[config.mk]
export PLATFORM = sky130hd
export DESIGN_NAME = hazard_flush_ctrl_flat
export DESIGN_NICKNAME = d
export VERILOG_FILES = /design/src/rtl/rv_ctrl_pkg.sv /design/src/rtl/hazard_flush_ctrl_if.sv /design/src/rtl/id_decode_lite.sv /design/src/rtl/hazard_flush_ctrl.sv /design/src/flat_wrapper.sv
export SDC_FILE = /design/constraint.sdc
export NUM_CORES = 1
export LEC_CHECK = 0
export ABC_AREA = 1
export BUFFER_PORTS_ARGS = -buffer_cell sky130_fd_sc_hd__buf_4
export CAP_MARGIN = 15
export CORE_MARGIN = 5
export CORE_UTILIZATION = 55
export CTS_CLUSTER_DIAMETER = 100
export DETAILED_ROUTE_END_ITERATION = 8
export PLACE_DENSITY = 0.89
export SLEW_MARGIN = 20
export SYNTH_ARGS = -nofsm -noshare
export SYNTH_HDL_FRONTEND = slang
export SYNTH_SLANG_ARGS = --single-unit
[constraint.sdc]
create_clock -name clk_i -period 5.87 [get_ports clk_i]
set_input_delay 0.587 -clock clk_i [delete_from_list [all_inputs] [get_ports clk_i]]
set_output_delay 0.587 -clock clk_i [all_outputs]
set_load 0.02 [all_outputs]
[src/rtl/rv_ctrl_pkg.sv]
// Shared RV32I control constants and types for the ID-stage pipeline sequencer.
package rv_ctrl_pkg;

   localparam int unsigned XLEN  = 32;
   localparam int unsigned REG_W = 5;

   localparam logic [6:0] OP_IMM    = 7'b0010011;
   localparam logic [6:0] OP_LOAD   = 7'b0000011;
   localparam logic [6:0] OP_STORE  = 7'b0100011;
   localparam logic [6:0] OP_BRANCH = 7'b1100011;
   localparam logic [6:0] OP_REG    = 7'b0110011;

   localparam logic [2:0] F3_ADDI = 3'b000;
   localparam logic [2:0] F3_SRAI = 3'b101;
   localparam logic [2:0] F3_LW   = 3'b010;
   localparam logic [2:0] F3_SW   = 3'b010;
   localparam logic [2:0] F3_BEQ  = 3'b000;

   typedef enum logic [2:0] {
      IMM_NONE = 3'd0,
      IMM_I    = 3'd1,
      IMM_ISH  = 3'd2,
      IMM_S    = 3'd3,
      IMM_B    = 3'd4
   } imm_sel_e;

   typedef struct packed {
      logic     uses_rs1;
      logic     uses_rs2;
      logic     writes_rd;
      logic     is_lw;
      logic     is_beq;
      imm_sel_e imm_sel;
   } dec_t;

   // Destination tracking for one downstream stage (EX or MEM).
   typedef struct packed {
      logic [REG_W-1:0] rd;
      logic             wr;
      logic             ld;
   } stage_t;

   function automatic logic hit(input logic [REG_W-1:0] prd, input logic pwr, input dec_t d,
                                input logic [REG_W-1:0] s1, input logic [REG_W-1:0] s2);
      return pwr && ((d.uses_rs1 && (prd == s1)) || (d.uses_rs2 && (prd == s2)));
   endfunction

endpackage

[src/rtl/hazard_flush_ctrl_if.sv]
// ID-stage instruction/branch inputs and pipeline control outputs of the sequencer.
interface hazard_flush_ctrl_if #(
   parameter int unsigned CNT_W = 32
);
   logic             id_valid_i;
   logic [31:0]      id_instr_i;
   logic             br_eq_i;
   logic             pc_write_o;
   logic             if_id_write_o;
   logic             bubble_o;
   logic             flush_o;
   logic             pc_src_o;
   logic [2:0]       imm_sel_o;
   logic [CNT_W-1:0] stall_cnt_o;
   logic [CNT_W-1:0] flush_cnt_o;

   modport master (
      output id_valid_i, id_instr_i, br_eq_i,
      input  pc_write_o, if_id_write_o, bubble_o, flush_o, pc_src_o, imm_sel_o,
             stall_cnt_o, flush_cnt_o
   );

   modport slave (
      input  id_valid_i, id_instr_i, br_eq_i,
      output pc_write_o, if_id_write_o, bubble_o, flush_o, pc_src_o, imm_sel_o,
             stall_cnt_o, flush_cnt_o
   );
endinterface

[src/rtl/id_decode_lite.sv]
// Minimal opcode/funct3 classifier for the supported RV32I subset.
module id_decode_lite
   import rv_ctrl_pkg::*;
(
   input  logic [6:0] opcode,
   input  logic [2:0] funct3,
   output dec_t       dec
);

   always_comb begin
      dec         = dec_t'('0);
      dec.imm_sel = IMM_NONE;
      case (opcode)
         OP_IMM: begin
            if (funct3 == F3_ADDI) begin
               dec.uses_rs1  = 1'b1;
               dec.writes_rd = 1'b1;
               dec.imm_sel   = IMM_I;
            end else if (funct3 == F3_SRAI) begin
               dec.uses_rs1  = 1'b1;
               dec.writes_rd = 1'b1;
               dec.imm_sel   = IMM_ISH;
            end
         end
         OP_LOAD: begin
            if (funct3 == F3_LW) begin
               dec.uses_rs1  = 1'b1;
               dec.writes_rd = 1'b1;
               dec.is_lw     = 1'b1;
               dec.imm_sel   = IMM_I;
            end
         end
         OP_STORE: begin
            if (funct3 == F3_SW) begin
               dec.uses_rs1 = 1'b1;
               dec.uses_rs2 = 1'b1;
               dec.imm_sel  = IMM_S;
            end
         end
         OP_BRANCH: begin
            if (funct3 == F3_BEQ) begin
               dec.uses_rs1 = 1'b1;
               dec.uses_rs2 = 1'b1;
               dec.is_beq   = 1'b1;
               dec.imm_sel  = IMM_B;
            end
         end
         OP_REG: begin
            dec.uses_rs1  = 1'b1;
            dec.uses_rs2  = 1'b1;
            dec.writes_rd = 1'b1;
         end
         default: ;
      endcase
   end

endmodule

[src/rtl/hazard_flush_ctrl.sv]
// ID-stage hazard/flush sequencer: load-use and branch-operand stalls, beq flush,
// EX/MEM destination shadows and saturating stall/flush counters.
module hazard_flush_ctrl
   import rv_ctrl_pkg::*;
#(
   parameter int unsigned CNT_W = 32
) (
   input logic              clk_i,
   input logic              rst_i,
   hazard_flush_ctrl_if.slave bus
);

   localparam logic [CNT_W-1:0] CNT_MAX = '1;

   logic [REG_W-1:0] rs1;
   logic [REG_W-1:0] rs2;
   logic [REG_W-1:0] rd;
   dec_t             dec;
   stage_t           ex_q;
   stage_t           mem_q;
   stage_t           ex_d;
   logic             writes_c;
   logic             stall_c;
   logic             take_c;
   logic [CNT_W-1:0] stall_cnt_q;
   logic [CNT_W-1:0] flush_cnt_q;
   logic             unused_instr_hi;

   assign rs1             = bus.id_instr_i[19:15];
   assign rs2             = bus.id_instr_i[24:20];
   assign rd              = bus.id_instr_i[11:7];
   assign unused_instr_hi = ^bus.id_instr_i[31:25];

   id_decode_lite u_decode (
      .opcode (bus.id_instr_i[6:0]),
      .funct3 (bus.id_instr_i[14:12]),
      .dec    (dec)
   );

   // beq compares in ID with no forwarding, so it also waits on any EX writer and a MEM load.
   always_comb begin
      writes_c = dec.writes_rd && (rd != '0);
      ex_d     = '{rd: rd, wr: writes_c, ld: dec.is_lw && writes_c};
      stall_c  = 1'b0;
      if (dec.is_beq) begin
         stall_c = hit(ex_q.rd, ex_q.wr, dec, rs1, rs2) || hit(mem_q.rd, mem_q.ld, dec, rs1, rs2);
      end else begin
         stall_c = hit(ex_q.rd, ex_q.ld, dec, rs1, rs2);
      end
      stall_c = stall_c && bus.id_valid_i && !rst_i;
      take_c  = bus.id_valid_i && dec.is_beq && !stall_c && bus.br_eq_i;
   end

   assign bus.pc_write_o    = !stall_c;
   assign bus.if_id_write_o = !stall_c;
   assign bus.bubble_o      = stall_c;
   assign bus.flush_o       = take_c;
   assign bus.pc_src_o      = take_c;
   assign bus.imm_sel_o     = 3'(dec.imm_sel);
   assign bus.stall_cnt_o   = stall_cnt_q;
   assign bus.flush_cnt_o   = flush_cnt_q;

   always_ff @(posedge clk_i) begin
      if (rst_i) begin
         ex_q        <= '0;
         mem_q       <= '0;
         stall_cnt_q <= '0;
         flush_cnt_q <= '0;
      end else begin
         mem_q <= ex_q;
         ex_q  <= (bus.id_valid_i && !stall_c) ? ex_d : '0;
         if (stall_c && (stall_cnt_q != CNT_MAX)) begin
            stall_cnt_q <= stall_cnt_q + CNT_W'(1);
         end
         if (take_c && (flush_cnt_q != CNT_MAX)) begin
            flush_cnt_q <= flush_cnt_q + CNT_W'(1);
         end
      end
   end

endmodule

[src/flat_wrapper.sv]
// flat-port wrapper written by rule: the top's interface ports become plain ports
module hazard_flush_ctrl_flat import rv_ctrl_pkg::*;
#(
   parameter int unsigned CNT_W = 32
)
  (clk_i, rst_i, bus_id_valid_i, bus_id_instr_i, bus_br_eq_i, bus_pc_write_o, bus_if_id_write_o, bus_bubble_o, bus_flush_o, bus_pc_src_o, bus_imm_sel_o, bus_stall_cnt_o, bus_flush_cnt_o);
  hazard_flush_ctrl_if #(.CNT_W(CNT_W)) bus_i ();
  input logic clk_i;
  input logic rst_i;
  input wire logic [$bits(bus_i.id_valid_i)-1:0] bus_id_valid_i;
  input wire logic [$bits(bus_i.id_instr_i)-1:0] bus_id_instr_i;
  input wire logic [$bits(bus_i.br_eq_i)-1:0] bus_br_eq_i;
  output wire logic [$bits(bus_i.pc_write_o)-1:0] bus_pc_write_o;
  output wire logic [$bits(bus_i.if_id_write_o)-1:0] bus_if_id_write_o;
  output wire logic [$bits(bus_i.bubble_o)-1:0] bus_bubble_o;
  output wire logic [$bits(bus_i.flush_o)-1:0] bus_flush_o;
  output wire logic [$bits(bus_i.pc_src_o)-1:0] bus_pc_src_o;
  output wire logic [$bits(bus_i.imm_sel_o)-1:0] bus_imm_sel_o;
  output wire logic [$bits(bus_i.stall_cnt_o)-1:0] bus_stall_cnt_o;
  output wire logic [$bits(bus_i.flush_cnt_o)-1:0] bus_flush_cnt_o;
  assign bus_i.id_valid_i = bus_id_valid_i;
  assign bus_i.id_instr_i = bus_id_instr_i;
  assign bus_i.br_eq_i = bus_br_eq_i;
  assign bus_pc_write_o = bus_i.pc_write_o;
  assign bus_if_id_write_o = bus_i.if_id_write_o;
  assign bus_bubble_o = bus_i.bubble_o;
  assign bus_flush_o = bus_i.flush_o;
  assign bus_pc_src_o = bus_i.pc_src_o;
  assign bus_imm_sel_o = bus_i.imm_sel_o;
  assign bus_stall_cnt_o = bus_i.stall_cnt_o;
  assign bus_flush_cnt_o = bus_i.flush_cnt_o;
  hazard_flush_ctrl #(.CNT_W(CNT_W)) u_core (.clk_i(clk_i), .rst_i(rst_i), .bus(bus_i));
endmodule
==> results of run 1 <==
==> kinds of logic (layout without fill, tap and decap cells) <==
group | Yosys count | after routing
AO/OA/AOI/OAI | 63 | 63
XOR/XNOR | 37 | 37
adder cells (fa/ha/maj) | 2 | 2
buffers and inverters | 152 | 252
flip-flops | 77 | 77
AND/OR/NAND/NOR | 439 | 439
==> power by group <==
| group | switching, W | total (W) | internal (W) |
|---|---|---|---|
| clock network | 0.000201 | 0.000406 | 0.000205 |
| logic | 0.0000326 | 0.0000599 | 0.0000273 |
| registers | 0.00000260 | 0.000527 | 0.000524 |
| total | 0.000236 | 0.000993 | 0.000757 |
==> state kept, by name, indices dropped and copies added (netlist names) <==
name                    flops
u_core.ex_q                 7
u_core.bus.flush_cnt_o     32
u_core.mem_q                6
u_core.bus.stall_cnt_o     32
==> worst max path at each step <==
stage | from | end | slack (ns)
finish | bus_id_instr_i[1] | bus_pc_src_o | 2.59
global route | bus_id_instr_i[1] | bus_flush_o | 2.33
CTS | bus_id_instr_i[1] | bus_flush_o | 2.60
detailed placement | bus_id_instr_i[1] | bus_flush_o | 2.60
global placement | bus_id_instr_i[1] | bus_flush_o | 2.61
floorplan | bus_id_instr_i[1] | bus_pc_src_o | 3.25
==> metal layers <==
| metal | GRT usage | vias up |
|---|---|---|
| li1 | - | 2617 |
| met1 | 0.2937 | 2287 |
| met2 | 0.3720 | 191 |
| met3 | 0.05318 | 24 |
| met4 | 0.06935 | 0 |
| met5 | 0 | - |
==> synthesized netlist by cell type (2+ instances only) <==
library cell | instances | area share
a21oi_1 | 14 | 0.014
nand3_1 | 34 | 0.034
nand4_1 | 36 | 0.045
ha_1 | 2 | 0.0050
a21oi_2 | 11 | 0.019
o21bai_2 | 2 | 0.0045
nand3_2 | 13 | 0.026
o21bai_1 | 21 | 0.031
nor2_4 | 2 | 0.0045
buf_4 | 4 | 0.0060
o21ai_1 | 4 | 0.0040
nand2_1 | 183 | 0.14
nand2_2 | 6 | 0.0075
o21ai_0 | 10 | 0.010
nand2_4 | 3 | 0.0067
nor3b_1 | 2 | 0.0030
clkbuf_1 | 7 | 0.0052
nor2_1 | 115 | 0.086
nor2_2 | 3 | 0.0037
xor2_1 | 24 | 0.042
dfxtp_1 | 77 | 0.31
buf_6 | 3 | 0.0067
inv_1 | 129 | 0.097
inv_2 | 5 | 0.0037
nor4_1 | 8 | 0.010
nor3_1 | 24 | 0.024
xnor2_1 | 13 | 0.023
nor3_4 | 2 | 0.0065
==> area by class of cell <==
type	count	area share
clock buffers	11	0.02361
well taps	108	0.02257
flip-flops and latches	77	0.2574
inverters	137	0.08713
multi-input cells	541	0.4758
repair buffers	100	0.1254
clock inverters	4	0.008149
==> through the flow <==
step	power (W)	setup WS, ns	cells
2_1_floorplan	0.0005729	3.248	770
3_3_place_gp	0.0005973	2.607	963
3_5_place_dp	0.0005990	2.601	963
4_1_cts	0.0009994	2.600	978
5_1_grt	0.001025	2.326	978
6_report	0.0009928	2.589	978
==> worst max-delay path, cell delays in order <==
cell and delay (ns):
buf_4 0.11, nand2_1 0.10, inv_2 0.03, nand2_1 0.13, nor2_1 0.09, a21oi_1 0.18, nand3_2 0.10, nand2_1 0.11
nand2_1 0.06, nand2_1 0.05, nand3_1 0.08, nand2_2 0.45, nand2_4 0.18, inv_4 0.24, buf_4 0.19
==> metrics.md, run 1 <==
| Metric | Value |
|---|---|
| Vias per inst | 5.234 |
| TNS Setup | 0 ns |
| Mux cell area share after synthesis | 0 |
| CP Launch Type | input pin |
| Most frequent cells in the layout | nand2_1 (183), inv_1 (129), nor2_1 (115) |
| Sequential share of the synthesized area | 0.3078 |
| Antenna diode count | 0 |
| Clock Sinks | 77 |
| Worst Hold Path EP | u_core.mem_q[0] |
| Fillers | 783 |
| Worst Setup End Kind | output pin |
| Via count | 5119 |
| Clk Latency, worst-skew pair | 0.35 ns |
| CP arrival | 2.69 ns |
| Met2 Wirelength | 5.589 mm |
| Utilization after layout | 0.6800 |
| Routed wire per std cell | 12.45 µm |
| Result of the run | completed |
| Post-route ant nets | 0 |
| Post-synth EDFFs | 0 |
| Syn. warnings | 0 |
| Area added between synthesis and finish | 19.59% |
| Synthesized-area fraction occupied by adder cells | 0.004998 |
| Die width | 105.4 µm |
| Share of cells above drive strength 1 | 0.1954 |
| Main flop type after synthesis | dfxtp_1 |
| Synth Register Bits | 77 |
| Largest family of logic cells by synthesized area | simple AND/OR/NAND/NOR gates |
| Async SR Flop Fraction | 0 |
| Vias in the first global route | 4730 |
| WL met3 | 1.025 mm |
| HPWL Detailed | 9.295 mm |
| CTS Hold Buffers Added | 0 |
| Final Max Tran Viols | 0 |
| Most common cell after layout, fill and taps aside | nand2_1 |
| Reg clk slew, reported paths | 0.07 ns |
| Number of setup buffers added after CTS | 0 |
| Fin Hold WS | 0.4604 ns |
| Clock skew | 0.01025 ns |
| PwrDens | 165.8 nW/µm² |
| Design Area, Final | 5988 µm² |
| Class of the most critical setup path | in2out |
| Critical Path RT | 5.28 ns |
| Boundary Pins | 108 |
| Post-CTS sizing | 0 |
| Htree depth | 3 |
| Worst r2r path cells | 13 |
| Leak | 2.641 nW |
| Clock buffer count from CTS | 9 |
| Start of the worst register-to-register path | u_core.bus.flush_cnt_o[0] |
| CTS tree | yes |
| Post-Syn Instances | 770 |
| Pre-antenna DRT Iters | 6 |
| Worst R2R End | u_core.bus.flush_cnt_o[31] |
| Die Span Y | 105.4 µm |
| Hold Crit Start | u_core.ex_q[0] |
| Relative slew margins | 0.4784 |
| Syn_area_per_cell | 6.503 µm² |
| Routability cong. | 0.9097 |
| Crit-path max FO | 22 |
| Setup slack, reg-to-reg | 3.37 ns |
| Largest net degree at the start of global routing | 55 |
| Core Box Area | 8806 µm² |
| Crit share post-route | 0.5589 |
| Post-Synth XOR/XNOR Area | 0.06472 |
| IR drop worst, VDD | 0.0001215 V |
| Synth unique cells | 41 |
| CTS Buffer Depth | 2 |
| Hold crit path type | reg2reg |
| First-pass GRT wire length | 21.27 mm |
| DRC viols | 0 |
| GRT Total Usage | 0.2259 |
| Post-layout min period | 3.281 ns |
| # setup viols final | 0 |
| Multi-input logic area | 2849 µm² |
| Register Area | 1541 µm² |
| Initial Util | 0.5686 |
| Maximum clock frequency | 0.3048 GHz |
| Antenna violations before repair | 0 |
| Synth Area in Compound Gates | 0.08496 |
| Placed inst area | 5798 µm² |
| Syn Nets | 808 |
| Rows | 34 |
| Uppermost routed layer | met4 |
| Root Buffer | clkbuf_8 |
| Die area | 11110 µm² |
| DRT met1 WL | 5.355 mm |
| Netlist Area Pre-Place | 5007 µm² |
| First DRT Iteration DRCs | 264 |
| Hold path depth | 2 |
| Port Buffers | 100 |
| Max-Cap Viols | 0 |
| Slew @ Worst Pin | 0.7799 ns |
| RSZ-0062 raised after global routing | false |
| Overflow after GRT | 0 |
| Hold Fails Final Rpt | 0 |
| Final WL | 12.18 mm |
| Final #Nets | 904 |
| Post-Synth Simple-Gate Area | 0.4143 |
No activity file was read; power rests on OpenSTA's default activity.
==> run 2: changes to the inputs <==
==> constraint.sdc (replaced) <==
create_clock -name clk_i -period 3.09 [get_ports clk_i]
set_input_delay 0.309 -clock clk_i [delete_from_list [all_inputs] [get_ports clk_i]]
set_output_delay 0.309 -clock clk_i [all_outputs]
set_load 0.02 [all_outputs]
==> run 2 against run 1 <==
Net effect:
- register-to-register slack worse by 2.7 ns
- combinational power up 90%
- total power up 94%
- sequential share of layout area down 0.18 points
- worst hold slack worse by 0.28 ns
- via count down 0.45%
- sequential cell count unchanged
- non-clock buffer count up 4
- core utilization up 0.47 points
==> metrics.md, run 2 (synthesis results as in run 1) <==
| Metric | Value |
|---|---|
| Sw Share | 0.2266 (-0.01106) |
| TNS Setup | 0 ns (unchanged) |
| Global-route met2 utilization | 0.3789 (+0.006831) |
| Max-Cap Viols | 0 (unchanged) |
| Final #Nets | 908 (+0.44%) |
| Post-CTS sizing | 0 (unchanged) |
| Final WS setup | 0.5882 ns (-2.001 ns) |
| PwrDens | 319.9 nW/µm² (+93%) |
| Overflow after GRT | 0 (unchanged) |
| Overall power | 0.001929 W (+94%) |
| Gate family responsible for the most delay along the worst path | simple AND/OR/NAND/NOR gates |
| IR drop worst, VDD | 0.0002124 V (+75%) |
| Boundary Pins | 108 (unchanged) |
| Vias per inst | 5.195 (-0.75%) |
| CTS Hold Buffers Added | 0 (unchanged) |
| Final Max Tran Viols | 0 (unchanged) |
| Port Buffers | 100 (unchanged) |
| Reg clk slew, reported paths | 0.08 ns (about the same) |
| Clock skew | 0.01221 ns (+0.001967 ns) |
| HPWL Detailed | 9.561 mm (+2.9%) |
| Htree depth | 3 (unchanged) |
| Rows | 34 (unchanged) |
| Largest net degree at the start of global routing | 33 (-40%) |
| Hold Crit Start | bus_id_instr_i[9] |
| Most frequent cells in the layout | nand2_1 (183), inv_1 (129), nor2_1 (115) |
| Relative slew margins | 0.5714 (+0.09297) |
| Clk Latency, worst-skew pair | 0.35 ns (about the same) |
| GR Util met3 | 0.03729 (-0.01589) |
| Crit path buffers/inverters | 2 (-2) |
| First DRT Iteration DRCs | 287 (+8.7%) |
| Area added between synthesis and finish | 20.41% |
| Start of the worst register-to-register path | u_core.bus.flush_cnt_o[0] |
| Worst-path cell chain | xnor2_1 -> nand3_1 -> nor3_1 -> nand2_1 -> nand2_1 -> nand2_1 -> a21oi_2 -> nand2_2 -> nand2_4 -> inv_4 -> buf_4 |
| Pre-CTS setup slack | 0.7010 ns (-1.900 ns) |
| Worst Setup End Kind | output pin |
| Die Span Y | 105.4 µm (unchanged) |
| Register Area | 1541 µm² (unchanged) |
| Routed wire per std cell | 12.65 µm (+1.6%) |
| Clock Sinks | 77 (unchanged) |
| Antenna violations before repair | 0 (unchanged) |
| Most used cell, CP | nand2_1 |
| Result of the run | completed |
| Number of setup buffers added after CTS | 0 (unchanged) |
| Post-route ant nets | 0 (unchanged) |
| P_int | 0.001492 W (+97%) |
| GRT busiest layer | met2 |
| CTS Buffer Depth | 2 (unchanged) |
| Slew @ Worst Pin | 0.6381 ns (-0.1418 ns) |
| # setup viols final | 0 (unchanged) |
| Final WL | 12.41 mm (+1.9%) |
| Core Box Area | 8806 µm² (unchanged) |
| Share of cells above drive strength 1 | 0.1993 (+0.003910) |
| Die area | 11110 µm² (unchanged) |
| Antenna diode count | 0 (unchanged) |
| Class of the most critical setup path | reg2out |
| Delay of the slowest critical-path stage | 0.39 ns (-0.06 ns) |
| CP Launch Type | flip-flop |
| Critical Path RT | 2.78 ns (-2.50 ns) |
| Clock buffer count from CTS | 9 (unchanged) |
| Post-layout min period | 2.502 ns |
| GRT Total Usage | 0.2280 (+0.002029) |
| CTS tree | yes |
| DRC viols | 0 (unchanged) |
| Sequential fraction of design power | 0.519 (-0.011) |
| CP arrival | 2.19 ns (-0.50 ns) |
| Multi-input logic area | 2849 µm² (unchanged) |
| Die width | 105.4 µm (unchanged) |
| Fillers | 754 (-3.7%) |
| First-pass GRT wire length | 21.45 mm (+0.88%) |
| Crit-path max FO | 18 (-18%) |
| CP Launch Point | u_core.ex_q[6] |
| Clock power share | 0.422 (+0.013) |
| Most common cell after layout, fill and taps aside | nand2_1 |
| CP max stage cell | dfxtp_1 |
| Pre-antenna DRT Iters | 6 (unchanged) |
| Routability cong. | 0.8894 (-2.2%) |
| Vias in the first global route | 4734 (+0.085%) |
| Initial Util | 0.5686 (unchanged) |
| RSZ-0062 raised after global routing | false |
| Crit share post-route | 0.8096 |
| Psw | 0.0004371 W (+85%) |
| Leak | 2.663 nW (+0.82%) |
| Maximum clock frequency | 0.3997 GHz |
| Root Buffer | clkbuf_8 |
| Gate power share | 0.059 (about the same) |
| M1 GR Usage | 0.3019 (+0.008191) |
| Hold crit path type | in2reg |
| Via count | 5096 (-0.45%) |
| Hold Fails Final Rpt | 0 (unchanged) |
[run 2: cell types whose count changed in the layout (fill, tap and decap cells not counted), sizes merged]
cell / before / now
clkinvlp: 0 / 1
bufinv: 1 / 2
clkbuf: 11 / 9
buf: 100 / 104
clkinv: 5 / 4
[run 2: area by class of cell]
type	instances	share of cell area
multi-input combinational	541	0.4725
sequential	77	0.2557
timing repair buffer	104	0.1295
inverter	137	0.08653
tap	108	0.02241
clock buffer	9	0.02054
clock inverter	5	0.01287
[run 2: worst register-to-register path, cell delays in order, from the launching register on]
cell and delay [ns]:
dfxtp_1 0.44, ha_1 0.22, nand2_1 0.11, nor2_1 0.14, nand3_1 0.10, nor2_1 0.26, nand2_1 0.15, nor3_1 0.52
nand4_1 0.20, o21bai_1 0.16, nor2_1 0.05
[run 2: routing by layer]
metal / share of wire / vias to the layer above
met5: 0 / -
met1: 0.45 / 2258
li1: - / 2630
met3: 0.076 / 21
met4: 0.017 / 0
met2: 0.46 / 187
[run 2: worst paths after layout]
path / end / slack, ns / cells after the start
hold reg to reg: u_core.mem_q[0] / 0.45 / 2
hold / removal: u_core.ex_q[4] / 0.19 / 3
setup / recovery: bus_flush_o / 0.59 / 11
setup reg to reg: u_core.bus.flush_cnt_o[20] / 0.64 / 10
[run 2: stage by stage]
step           instance area, µm²  std cells  utilization  hold WS, ns
2_1_floorplan                5007        770            -       0.4212
3_3_place_gp                 5828        967       0.6618       0.4351
3_5_place_dp                 5828        967       0.6618       0.4477
4_1_cts                      6030        981       0.6847       0.1793
5_1_grt                      6030        981       0.6847       0.2037
6_report                     6030        981       0.6847       0.1851
[run 2: power groups by stage]
stage	Sequential (W)	Clock [W]	Combinational (W)
finish	0.00100	0.000814	0.000114
global route	0.00100	0.000868	0.000127
CTS	0.00100	0.000832	0.000115
detailed placement	0.00102	0	0.000115
global placement	0.00102	0	0.000112
floorplan	0.00102	0	0.0000657
